## src/rtl/byte_word_packer.sv

```systemverilog
`default_nettype none
// ============================================================================
// Module   : byte_word_packer
// Brief    : Packs a byte stream into little-endian words and emits each word
//            with a one-cycle enable. Optional flush of a partial word is
//            enabled by defining BYTE_WORD_PACKER_FLUSH_EN.
// Revision : 1.0 - initial release
// ============================================================================
module byte_word_packer #(
    parameter int          WORD_BYTES = 4,
    parameter logic [7:0]  PAD_BYTE   = 8'h00
) (
    input  logic                            clk_i,
    input  logic                            rst_ni,
    input  logic [7:0]                      byte_i,
    input  logic                            byte_valid_i,
    input  logic                            flush_i,
    output logic [8*WORD_BYTES-1:0]         word_o,
    output logic                            word_en_o,
    output logic [$clog2(WORD_BYTES+1)-1:0] valid_bytes_o,
    output logic [$clog2(WORD_BYTES)-1:0]   fill_o
);

    localparam int CW = $clog2(WORD_BYTES);
    localparam int VW = $clog2(WORD_BYTES + 1);

    logic [CW-1:0]           cnt;
    logic [8*WORD_BYTES-1:0] acc;
    logic [8*WORD_BYTES-1:0] merged;
    logic                    last;
    logic                    emit;
    logic [8*WORD_BYTES-1:0] emit_word;
    logic [VW-1:0]           emit_vb;

    // Accumulator with this cycle's byte (if any) dropped into lane cnt.
    always_comb begin
        merged = acc;
        for (int k = 0; k < WORD_BYTES; k++) begin
            if (byte_valid_i && (cnt == CW'(k))) begin
                merged[8*k +: 8] = byte_i;
            end
        end
    end

    assign last = byte_valid_i && (cnt == CW'(WORD_BYTES - 1));

`ifdef BYTE_WORD_PACKER_FLUSH_EN
    logic [VW-1:0]           cnt_after;
    logic                    do_flush;
    logic [8*WORD_BYTES-1:0] padded;

    assign cnt_after = VW'(cnt) + VW'(byte_valid_i);
    // A completing byte already emits the full word, so flush adds nothing then.
    assign do_flush  = flush_i && !last && (cnt_after != '0);

    always_comb begin
        padded = merged;
        for (int k = 0; k < WORD_BYTES; k++) begin
            if (VW'(k) >= cnt_after) begin
                padded[8*k +: 8] = PAD_BYTE;
            end
        end
    end

    assign emit      = last || do_flush;
    assign emit_word = last ? merged : padded;
    assign emit_vb   = last ? VW'(WORD_BYTES) : cnt_after;
`else
    logic unused_flush;
    assign unused_flush = flush_i ^ (^PAD_BYTE);

    assign emit      = last;
    assign emit_word = merged;
    assign emit_vb   = VW'(WORD_BYTES);
`endif

    always_ff @(posedge clk_i or negedge rst_ni) begin
        if (!rst_ni) begin
            cnt           <= '0;
            acc           <= '0;
            word_o        <= '0;
            word_en_o     <= 1'b0;
            valid_bytes_o <= '0;
        end else begin
            word_en_o <= emit;
            if (emit) begin
                word_o        <= emit_word;
                valid_bytes_o <= emit_vb;
                cnt           <= '0;
                acc           <= '0;
            end else if (byte_valid_i) begin
                acc <= merged;
                cnt <= cnt + CW'(1);
            end
        end
    end

    assign fill_o = cnt;

endmodule
`default_nettype wire

```

## config.mk

```make
export PLATFORM = sky130hd
export DESIGN_NAME = byte_word_packer
export DESIGN_NICKNAME = d
export VERILOG_FILES = /design/src/rtl/byte_word_packer.sv
export SDC_FILE = /design/constraint.sdc
export NUM_CORES = 1
export LEC_CHECK = 0
export ABC_CLOCK_PERIOD_IN_PS = 1500
export CORE_UTILIZATION = 45
export CTS_CLUSTER_SIZE = 10
export DETAILED_ROUTE_END_ITERATION = 12
export GPL_ROUTABILITY_DRIVEN = 0
export GPL_TIMING_DRIVEN = 0
export PLACE_DENSITY = 0.79
export REMOVE_ABC_BUFFERS = 1
export SKIP_LAST_GASP = 1
export SLEW_MARGIN = 20
export SYNTH_ARGS = -nofsm -noshare
export SYNTH_HDL_FRONTEND = slang
export SYNTH_SLANG_ARGS = --single-unit
```

## constraint.sdc

```tcl
create_clock -name clk_i -period 1.5 [get_ports clk_i]
set_input_delay 0.225 -clock clk_i [delete_from_list [all_inputs] [get_ports clk_i]]
set_output_delay 0.225 -clock clk_i [all_outputs]
set_load 0.01 [all_outputs]
```

==> results of run 1 <==
==> metrics by stage <==
stage          cells  area [µm²]  power, mW  setup slack [ns]  setup TNS [ns]
2_1_floorplan    230        2800       4.94            -0.754          -36.94
3_3_place_gp     353        3360       6.37             -2.35         -219.82
3_5_place_dp     356        3420       6.55            -0.523          -25.41
4_1_cts          392        3860       8.47          -0.00534        -0.00534
5_1_grt          402        3960       9.31           -0.0408         -0.0821
6_report         402        3960       8.79           -0.0273         -0.0273
==> cell families after synthesis <==
| kind of cell | Yosys count | synth area share |
|---|---|---|
| flops | 60 | 0.500 |
| fa+ha+maj | 4 | 0.0167 |
| buf+inv | 28 | 0.0729 |
| mux | 32 | 0.111 |
| other cells | 1 | 0.00125 |
| simple gates | 55 | 0.145 |
| compound gates | 74 | 0.153 |
==> area by class of cell <==
cell class / count / area, µm²
Clock buffer: 15 / 176
Clock inverter: 1 / 5.00
Fill cell: 500 / 2420
Inverter: 3 / 18.8
Multi-Input combinational cell: 167 / 1360
Sequential cell: 60 / 1500
Tap cell: 77 / 96.3
Timing Repair Buffer: 79 / 806
==> layer usage <==
metal,wire (µm),vias up,GRT usage
met2,3520,43,0.325
met3,260,11,0.0524
met5,0,-,0
met1,3290,1156,0.294
met4,102,0,0.0508
li1,-,1069,-
==> Yosys cell counts <==
cell type / n / area, µm²
inv_2: 1 / 3.75
nand2_2: 1 / 6.26
and4b_1: 24 / 240
a211o_1: 24 / 210
conb_1: 1 / 3.75
mux2i_1: 24 / 240
mux2_4: 1 / 15.0
buf_4: 6 / 45.0
nor2b_1: 24 / 150
buf_6: 11 / 124
buf_2: 7 / 35.0
nor2_2: 3 / 18.8
clkbuf_1: 1 / 3.75
nand2_1: 1 / 3.75
inv_1: 2 / 7.51
a21oi_1: 48 / 240
o21ai_0: 1 / 5.00
mux2_2: 7 / 78.8
dfrtp_1: 60 / 1500
o21ai_1: 1 / 5.00
ha_1: 4 / 50.1
or3b_1: 1 / 8.76
nand2b_1: 1 / 6.26
==> power by group through the flow <==
stage	Clock [mW]	Sequential (mW)	Combinational, mW
floorplan	0	3.08	1.86
global placement	0	2.89	3.47
detailed placement	0	2.93	3.62
CTS	1.35	2.92	4.21
global route	1.44	3.06	4.81
finish	1.35	2.95	4.49
==> worst max path at each step <==
stage | from | end
3_5_place_dp | fill_o[0] | word_o[1]
3_3_place_gp | byte_valid_i | word_o[20]
5_1_grt | fill_o[1] | acc[21]
2_1_floorplan | fill_o[0] | word_o[0]
6_report | fill_o[1] | acc[21]
4_1_cts | fill_o[1] | acc[4]
==> sequential cells by signal, summed over array words and instances, names as in the netlist <==
name and count:
word_o 32, fill_o 2, valid_bytes_o 1, acc 24, word_en_o 1
==> repair_timing <==
item                                    CTS  global route
endpoints found under the setup margin   60            40
hold buffers                              1             0
pin swaps                                 4            16
setup buffers                            19            10
endpoints found under the hold margin    23             0
resized for setup                        19            11
==> worst max-delay path: stages (launching register included) <==
cell and delay (ns):
dfrtp_2 0.46, buf_6 0.14, ha_4 0.19, buf_12 0.14
and4b_1 0.23, a211o_1 0.25
==> results_dict.tcl, run 1 <==
set metrics [dict create \
    setup.worst_path.class "flop to flop" \
    route.final.wire_length_mm 7.17 \
    synthesis.yosys.warnings 0 \
    static-leakage-power_nw 1.82 \
    hpwlAfterDp_mm 3.68 \
    floorplan.die_area_um2 7000 \
    ctsLongestPathBuffers 2 \
    antenna_found_initial 0 \
    syn-mean-instance-area_um2 11.8 \
    share_of_total_power_in_the_clock_network 0.154 \
    violations_in_the_final_reports "negative setup slack" \
    die_width_um 83.7 \
    combinationalPowerShare 0.511 \
    htreeDepth 3 \
    insertion_delay_ns 0.34 \
    timing.reg2reg.worst_path_depth 5 \
    coreArea_um2 6390 \
    synth_sequential_area_ratio 0.500 \
    max_cap_viols 0 \
    yosys_register_bits 60 \
    timing_worst_slew_pin_value_ns 0.646 \
    global_route.usage.total 0.209 \
    std_cell_rows 29 \
    grt_start_max_net_pins 42 \
    tritoncts "done" \
    clock-sinks 60 \
    routed_wl_per_cell_um 17.8 \
    boundaryPins 50 \
    final_min_period_over_clock_period 1.02 \
    final.setup_skew_ns 0.0105 \
    drc 0 \
    hold-worst-slack_ns 0.328 \
    irDropWorstVdd_v 0.00124 \
    power.share.sequential 0.335 \
    die_h_um 83.7 \
    power.switching_fraction 0.347 \
    post_drt_via_cell_ratio 5.67 \
    grt_first_pass_wirelength_mm 11.5 \
    layout_setup_ws_ns -0.0273 \
    post_synth_instance_area_um2 3000 \
    syn2layout_area_growth_pct 32.0 \
    numPortBuffers 46 \
    outcome "complete, but fails checks" \
    dr.first_iter.drc_count 91 \
    crit_path_end_kind "flop" \
    ant_nets 0 \
    final-max-slew-violation-count 0 \
    power_switching_mw 3.05 \
    power_density_of_the_placed_cells_nw_per_um2 2220 \
    finalWorstPathRequiredPeriod_ns 1.53 \
    layout.cells.most_common "dfrtp_1" \
    worstPathMaxFanout 6 \
    synth_cell_types 23 \
    first_global_vias 2232 \
    endpoint_arrival_time_on_the_critical_path_ns 1.75 \
    r2r_setup_slack_ns -0.03 \
    firstDrtPassIters 4 \
    drive_gt1_frac 0.209 \
    final_nets 336 \
    antenna_fix_cells 0 \
    grt.overflow.total 0 \
    crit_required_ns 1.72 \
    fmax_mhz 655 \
    detailroute.via_count 2279 \
    r2r-end "acc[21]" \
    synthesis.instances 254 \
    floorplan.initialDensity 0.470 \
    most-common-layout-cells "dfrtp_1, a21oi_1, clkdlybuf4s50_1" \
    clk_slew_on_worst_s_h_paths_ns 0.07 \
    timing.hold.worst.class "input port to async pin" \
    post-route-util 0.620 \
    num_cts_buffers 9 \
    rsz0062_at_grt "yes" \
    report.final.setup_viol 1 \
    startpoint_type "flop" \
    cts_root_buf "clkbuf_8" \
    timing.rr.start "fill_o[1]" \
    worst_slew_margin_relative_to_its_limit 0.570 \
    timing_hold_violations_final 0 \
    internal_power_mw 5.74 \
]
Note: power is estimated with default switching activity, not from simulation.
==> inputs of run 2 (changes only) <==
GPL_TIMING_DRIVEN = 1   (was 0)
==> run 2 against run 1 <==
Net effect:
- the flow now finishes without violations
- largest power group unchanged
- critical endpoint is now acc[18]
- final cell count is 1.7% lower
- sequential power hardly changed
- non-clock buffer count is 7 lower
- final area is 1.3% lower
==> results_dict.tcl, run 2 (same netlist as run 1, synthesis figures left out) <==
set metrics [dict create \
    largest_reg_flops 32 \
    final-max-slew-violation-count 0 \
    crit_required_ns 1.72 \
    route.final.wire_length_mm 6.69 \
    outcome "complete, no violations" \
    first_global_vias 2155 \
    final_nets 329 \
    layoutNonFillerInstCount 395 \
    power_switching_mw 2.89 \
    critical_path.max_stage_delay_ns 0.41 \
    sequential_standard_cell_area_um2 1500 \
    largest_register "word_o" \
    worstPathMaxFanout 6 \
    endpoint_arrival_time_on_the_critical_path_ns 1.70 \
    final_cell_area_um2 3910 \
    dr.max_layer_used "met4" \
    layout_setup_ws_ns 0.0256 \
    dpl_cell_area_um2 3580 \
    critical_path.cell_chain "inv_1, ha_2, buf_4, and4b_1, a211o_1" \
    detailroute.via_count 2228 \
    most-common-layout-cells "dfrtp_1, a21oi_1, clkdlybuf4s50_1" \
    drc 0 \
    layout.cells.most_common "dfrtp_1" \
    share_of_total_power_in_the_clock_network 0.175 \
    numPlacedInstances 373 \
    final.setup_skew_ns 0.00461 \
    power_density_of_the_placed_cells_nw_per_um2 2150 \
    post_route_met1_wirelength_mm 2.97 \
    timing.critical_path.max_delay_family "flip-flops" \
    boundaryPins 50 \
    worst-path-buf-inv 2 \
    wl_met3_um 290 \
    area_occupied_by_multi_input_gates_um2 1330 \
    dr.first_iter.drc_count 161 \
    drive_gt1_frac 0.198 \
    irDropWorstVdd_v 0.00112 \
    power.switching_fraction 0.343 \
    floorplan.initialDensity 0.470 \
    hpwlAfterDp_mm 4.08 \
    numPortBuffers 46 \
    finalWorstPathRequiredPeriod_ns 1.47 \
    route.met2.wl_mm 3.35 \
    static-leakage-power_nw 1.84 \
    clock-sinks 60 \
    coreArea_um2 6390 \
    die_h_um 83.7 \
    std_cell_rows 29 \
    cts_root_buf "clkbuf_8" \
    num-fill-cells 538 \
    die_width_um 83.7 \
    grt_first_pass_wirelength_mm 10.9 \
    global_route.usage.total 0.203 \
    max_cap_viols 0 \
    floorplan.die_area_um2 7000 \
    power_mw 8.42 \
    firstDrtPassIters 4 \
    crit_path_end_kind "flop" \
    post_drt_via_cell_ratio 5.64 \
    ctsLongestPathBuffers 2 \
    fmax_mhz 678 \
    htreeDepth 3 \
    power.share.sequential 0.346 \
    pre_cts_ws_ns -0.0607 \
    crit_path_top_delay_cell "dfrtp_2" \
    tritoncts "done" \
    timing.hold.worst.class "input port to flop" \
    final_min_period_over_clock_period 0.983 \
    antenna_fix_cells 0 \
    startpoint_type "flop" \
    internal_power_mw 5.53 \
    setup.worst_path.class "flop to flop" \
    grt.overflow.total 0 \
    routed_wl_per_cell_um 16.9 \
    ant_nets 0 \
    syn2layout_area_growth_pct 30.2 \
    hold-worst-slack_ns 0.252 \
    antenna_found_initial 0 \
    clk_slew_on_worst_s_h_paths_ns 0.07 \
    timing_hold_violations_final 0 \
    report.final.setup_viol 0 \
    insertion_delay_ns 0.34 \
    num_cts_buffers 9 \
    grt_start_max_net_pins 61 \
    rsz0062_at_grt "yes" \
    combinationalPowerShare 0.479 \
]
[run 2: power groups by stage]
| stage | Combinational [mW] | Sequential, mW | Clock (mW) |
|---|---|---|---|
| floorplan | 1.86 | 3.08 | 0 |
| global placement | 3.80 | 2.90 | 0 |
| detailed placement | 3.90 | 2.94 | 0 |
| CTS | 3.97 | 2.91 | 1.51 |
| global route | 4.35 | 3.02 | 1.59 |
| finish | 4.03 | 2.92 | 1.47 |
[run 2: path summary, 6_finish.rpt]
kind | slack [ns] | end | startpoint | depth (start not counted)
max | 0.03 | acc[18] | fill_o[0] | 5
min | 0.25 | fill_o[1] | byte_valid_i | 2
min reg2reg | 0.48 | valid_bytes_o[2] | valid_bytes_o[2] | 1
min in group asynchronous | 0.41 | word_o[22] | rst_ni | 3
max reg2reg | 0.03 | acc[18] | fill_o[0] | 5
max in group asynchronous | 0.81 | acc[20] | rst_ni | 3
[run 2: per-stage QoR]
step,utilization,setup TNS (ns)
detailed placement,0.561,-0.740
floorplan,-,-36.94
global placement,0.561,-0.133
CTS,0.598,0
global route,0.612,-0.0204
finish,0.612,0
[run 2: repair_timing]
| action | CTS | global route |
|---|---|---|
| setup buffers | 1 | 4 |
| resized for setup | 9 | 20 |
| hold buffers | 1 | 0 |
| pin swaps | 0 | 0 |
| gates cloned | 0 | 0 |
| hold endpoints to repair | 60 | 0 |
| endpoints found under the setup margin | 30 | 50 |
[run 2: final cells by class]
class | count | share of cell area
flip-flops and latches | 60 | 0.385
multi-input cells | 167 | 0.340
repair buffers | 72 | 0.195
clock buffers | 11 | 0.0387
well taps | 77 | 0.0246
clock inverters | 5 | 0.0128
inverters | 3 | 0.00352
[run 2: routing by layer]
metal	global-route usage	up-vias
met2	0.311	59
li1	-	1046
met3	0.0732	10
met1	0.259	1113
met4	0.0878	0
met5	0	-
==> inputs of run 3 (changes only) <==
CELL_PAD_IN_SITES_DETAIL_PLACEMENT = 2   (was not set)
CELL_PAD_IN_SITES_GLOBAL_PLACEMENT = 2   (was not set)
CORE_UTILIZATION = 31   (was 45)
PLACE_DENSITY = 0.81   (was 0.79)
==> run 3 against run 2 <==
Net effect:
- the flow now finishes with violations (negative setup slack)
- largest power group unchanged
- largest cell class unchanged
- wire length up 34%
- global-route usage down 1.1 points
- critical path type unchanged
- highest routed layer unchanged
- final area up 5.8%
==> results_dict.tcl, run 3 (same netlist as run 1, synthesis figures left out) <==
set metrics [dict create \
    largest_reg_flops 32 \
    num-fill-cells 955 \
    ant_nets 0 \
    firstDrtPassIters 4 \
    die_h_um 100 \
    dr.first_iter.drc_count 80 \
    first_global_vias 2689 \
    finalWorstPathRequiredPeriod_ns 1.52 \
    irDropWorstVdd_v 0.000888 \
    crit_path_end_kind "flop" \
    timing_hold_violations_final 0 \
    floorplan.die_area_um2 10100 \
    outcome "complete, but fails checks" \
    setup_total_negative_slack_ns -0.0371 \
    antenna_found_initial 0 \
    final-max-slew-violation-count 0 \
    post_drt_via_cell_ratio 5.13 \
    grt.overflow.total 0 \
    tritoncts "done" \
    detailroute.via_count 2346 \
    coreArea_um2 9330 \
    most-common-layout-cells "dfrtp_1, a21oi_1" \
    crit_required_ns 1.74 \
    clock-sinks 60 \
    hpwlAfterDp_mm 5.51 \
    grt_start_max_net_pins 61 \
    timing.hold.worst.class "input port to flop" \
    numPortBuffers 46 \
    layout_setup_ws_ns -0.0157 \
    setup.worst_path.class "flop to flop" \
    cts_root_buf "clkbuf_8" \
    power_density_of_the_placed_cells_nw_per_um2 2240 \
    rsz0062_at_grt "yes" \
    largest_register "word_o" \
    route.final.wire_length_mm 8.99 \
    floorplan.initialDensity 0.322 \
    worstPathMaxFanout 11 \
    boundaryPins 50 \
    fmax_mhz 660 \
    max_cap_viols 0 \
    final.setup_skew_ns 0.00765 \
    violations_in_the_final_reports "negative setup slack" \
    report.final.setup_viol 6 \
    startpoint_type "flop" \
    sequential_standard_cell_area_um2 1500 \
    insertion_delay_ns 0.36 \
    htreeDepth 3 \
    layout.cells.most_common "dfrtp_1" \
    layoutNonFillerInstCount 457 \
    ctsLongestPathBuffers 2 \
    die_width_um 100 \
    drc 0 \
    clk_slew_on_worst_s_h_paths_ns 0.07 \
    endpoint_arrival_time_on_the_critical_path_ns 1.76 \
    final_nets 339 \
    antenna_fix_cells 0 \
    std_cell_rows 35 \
    area_occupied_by_multi_input_gates_um2 1340 \
    routed_wl_per_cell_um 19.7 \
    drive_gt1_frac 0.213 \
    num_cts_buffers 9 \
    numPlacedInstances 429 \
    global_route.usage.total 0.192 \
    syn2layout_area_growth_pct 37.8 \
    grt_first_pass_wirelength_mm 14.5 \
    final_min_period_over_clock_period 1.01 \
    static-leakage-power_nw 2.01 \
]
==> run 3: cell types whose count changed in the layout (fill, tap and decap cells not counted), moves of 3 or more <==
cell             before  now
dlymetal6s2s_1       11   19
clkinv_2              4    0
buf_4                17   24
clkdlybuf4s50_1      30   12
bufinv_16             1    4
dlygate4sd2_1         3   13
==> run 3: final timing paths <==
kind | to | slack (ns) | cells after the start | from
min in group asynchronous | word_en_o | 0.42 | 3 | rst_ni
max reg2reg | acc[14] | -0.02 | 6 | fill_o[1]
max | acc[14] | -0.02 | 6 | fill_o[1]
max in group asynchronous | fill_o[0] | 0.79 | 3 | rst_ni
min reg2reg | valid_bytes_o[2] | 0.47 | 1 | valid_bytes_o[2]
min | valid_bytes_o[2] | 0.34 | 3 | byte_valid_i
==> run 3: layout make-up <==
| type | count | share of cell area |
|---|---|---|
| Sequential cell | 60 | 0.363 |
| Clock buffer | 12 | 0.0351 |
| Timing Repair Buffer | 82 | 0.208 |
| Inverter | 3 | 0.00272 |
| Clock inverter | 4 | 0.0290 |
| Multi-Input combinational cell | 167 | 0.323 |
| Tap cell | 129 | 0.0390 |
==> run 3: per-layer routing <==
metal  wire length (µm)  GRT usage  vias to the layer above
met1               3840      0.220                     1222
met2               4740      0.346                       45
li1                   -          -                     1064
met4                159     0.0736                        0
met5                  0          0                        -
met3                251     0.0425                       15
==> run 3: critical path: stages, from the launching register on <==
cell	delay, ns
dfrtp_1	0.40
inv_1	0.13
ha_2	0.23
buf_12	0.16
nor2_4	0.05
buf_4	0.14
a211o_1	0.29
==> run 3: repair_timing <==
| item | 4_1_cts | 5_1_grt |
|---|---|---|
| hold buffers | 1 | 0 |
| hold endpoints to repair | 60 | 0 |
| gates resized for setup | 24 | 25 |
| setup endpoints to repair | 71 | 73 |
| pin swaps | 0 | 1 |
| setup buffers | 6 | 5 |
==> run 3: metrics by stage <==
stage | instance area, µm² | hold WS [ns] | power, mW | util | setup WS (ns)
detailed placement | 3670 | 0.264 | 7.09 | 0.393 | -0.190
floorplan | 2800 | -0.0706 | 4.94 | - | -0.754
CTS | 4020 | 0.334 | 9.23 | 0.431 | -0.0709
global route | 4140 | 0.354 | 9.82 | 0.444 | -0.0740
finish | 4140 | 0.339 | 9.27 | 0.444 | -0.0157
global placement | 3670 | 0.265 | 6.82 | 0.393 | -0.0944
==> run 3: power by group <==
| part | switching [mW] | internal (mW) |
|---|---|---|
| clock | 0.671 | 1.32 |
| combinational | 2.00 | 2.33 |
| sequential | 0.523 | 2.43 |
| total | 3.20 | 6.08 |
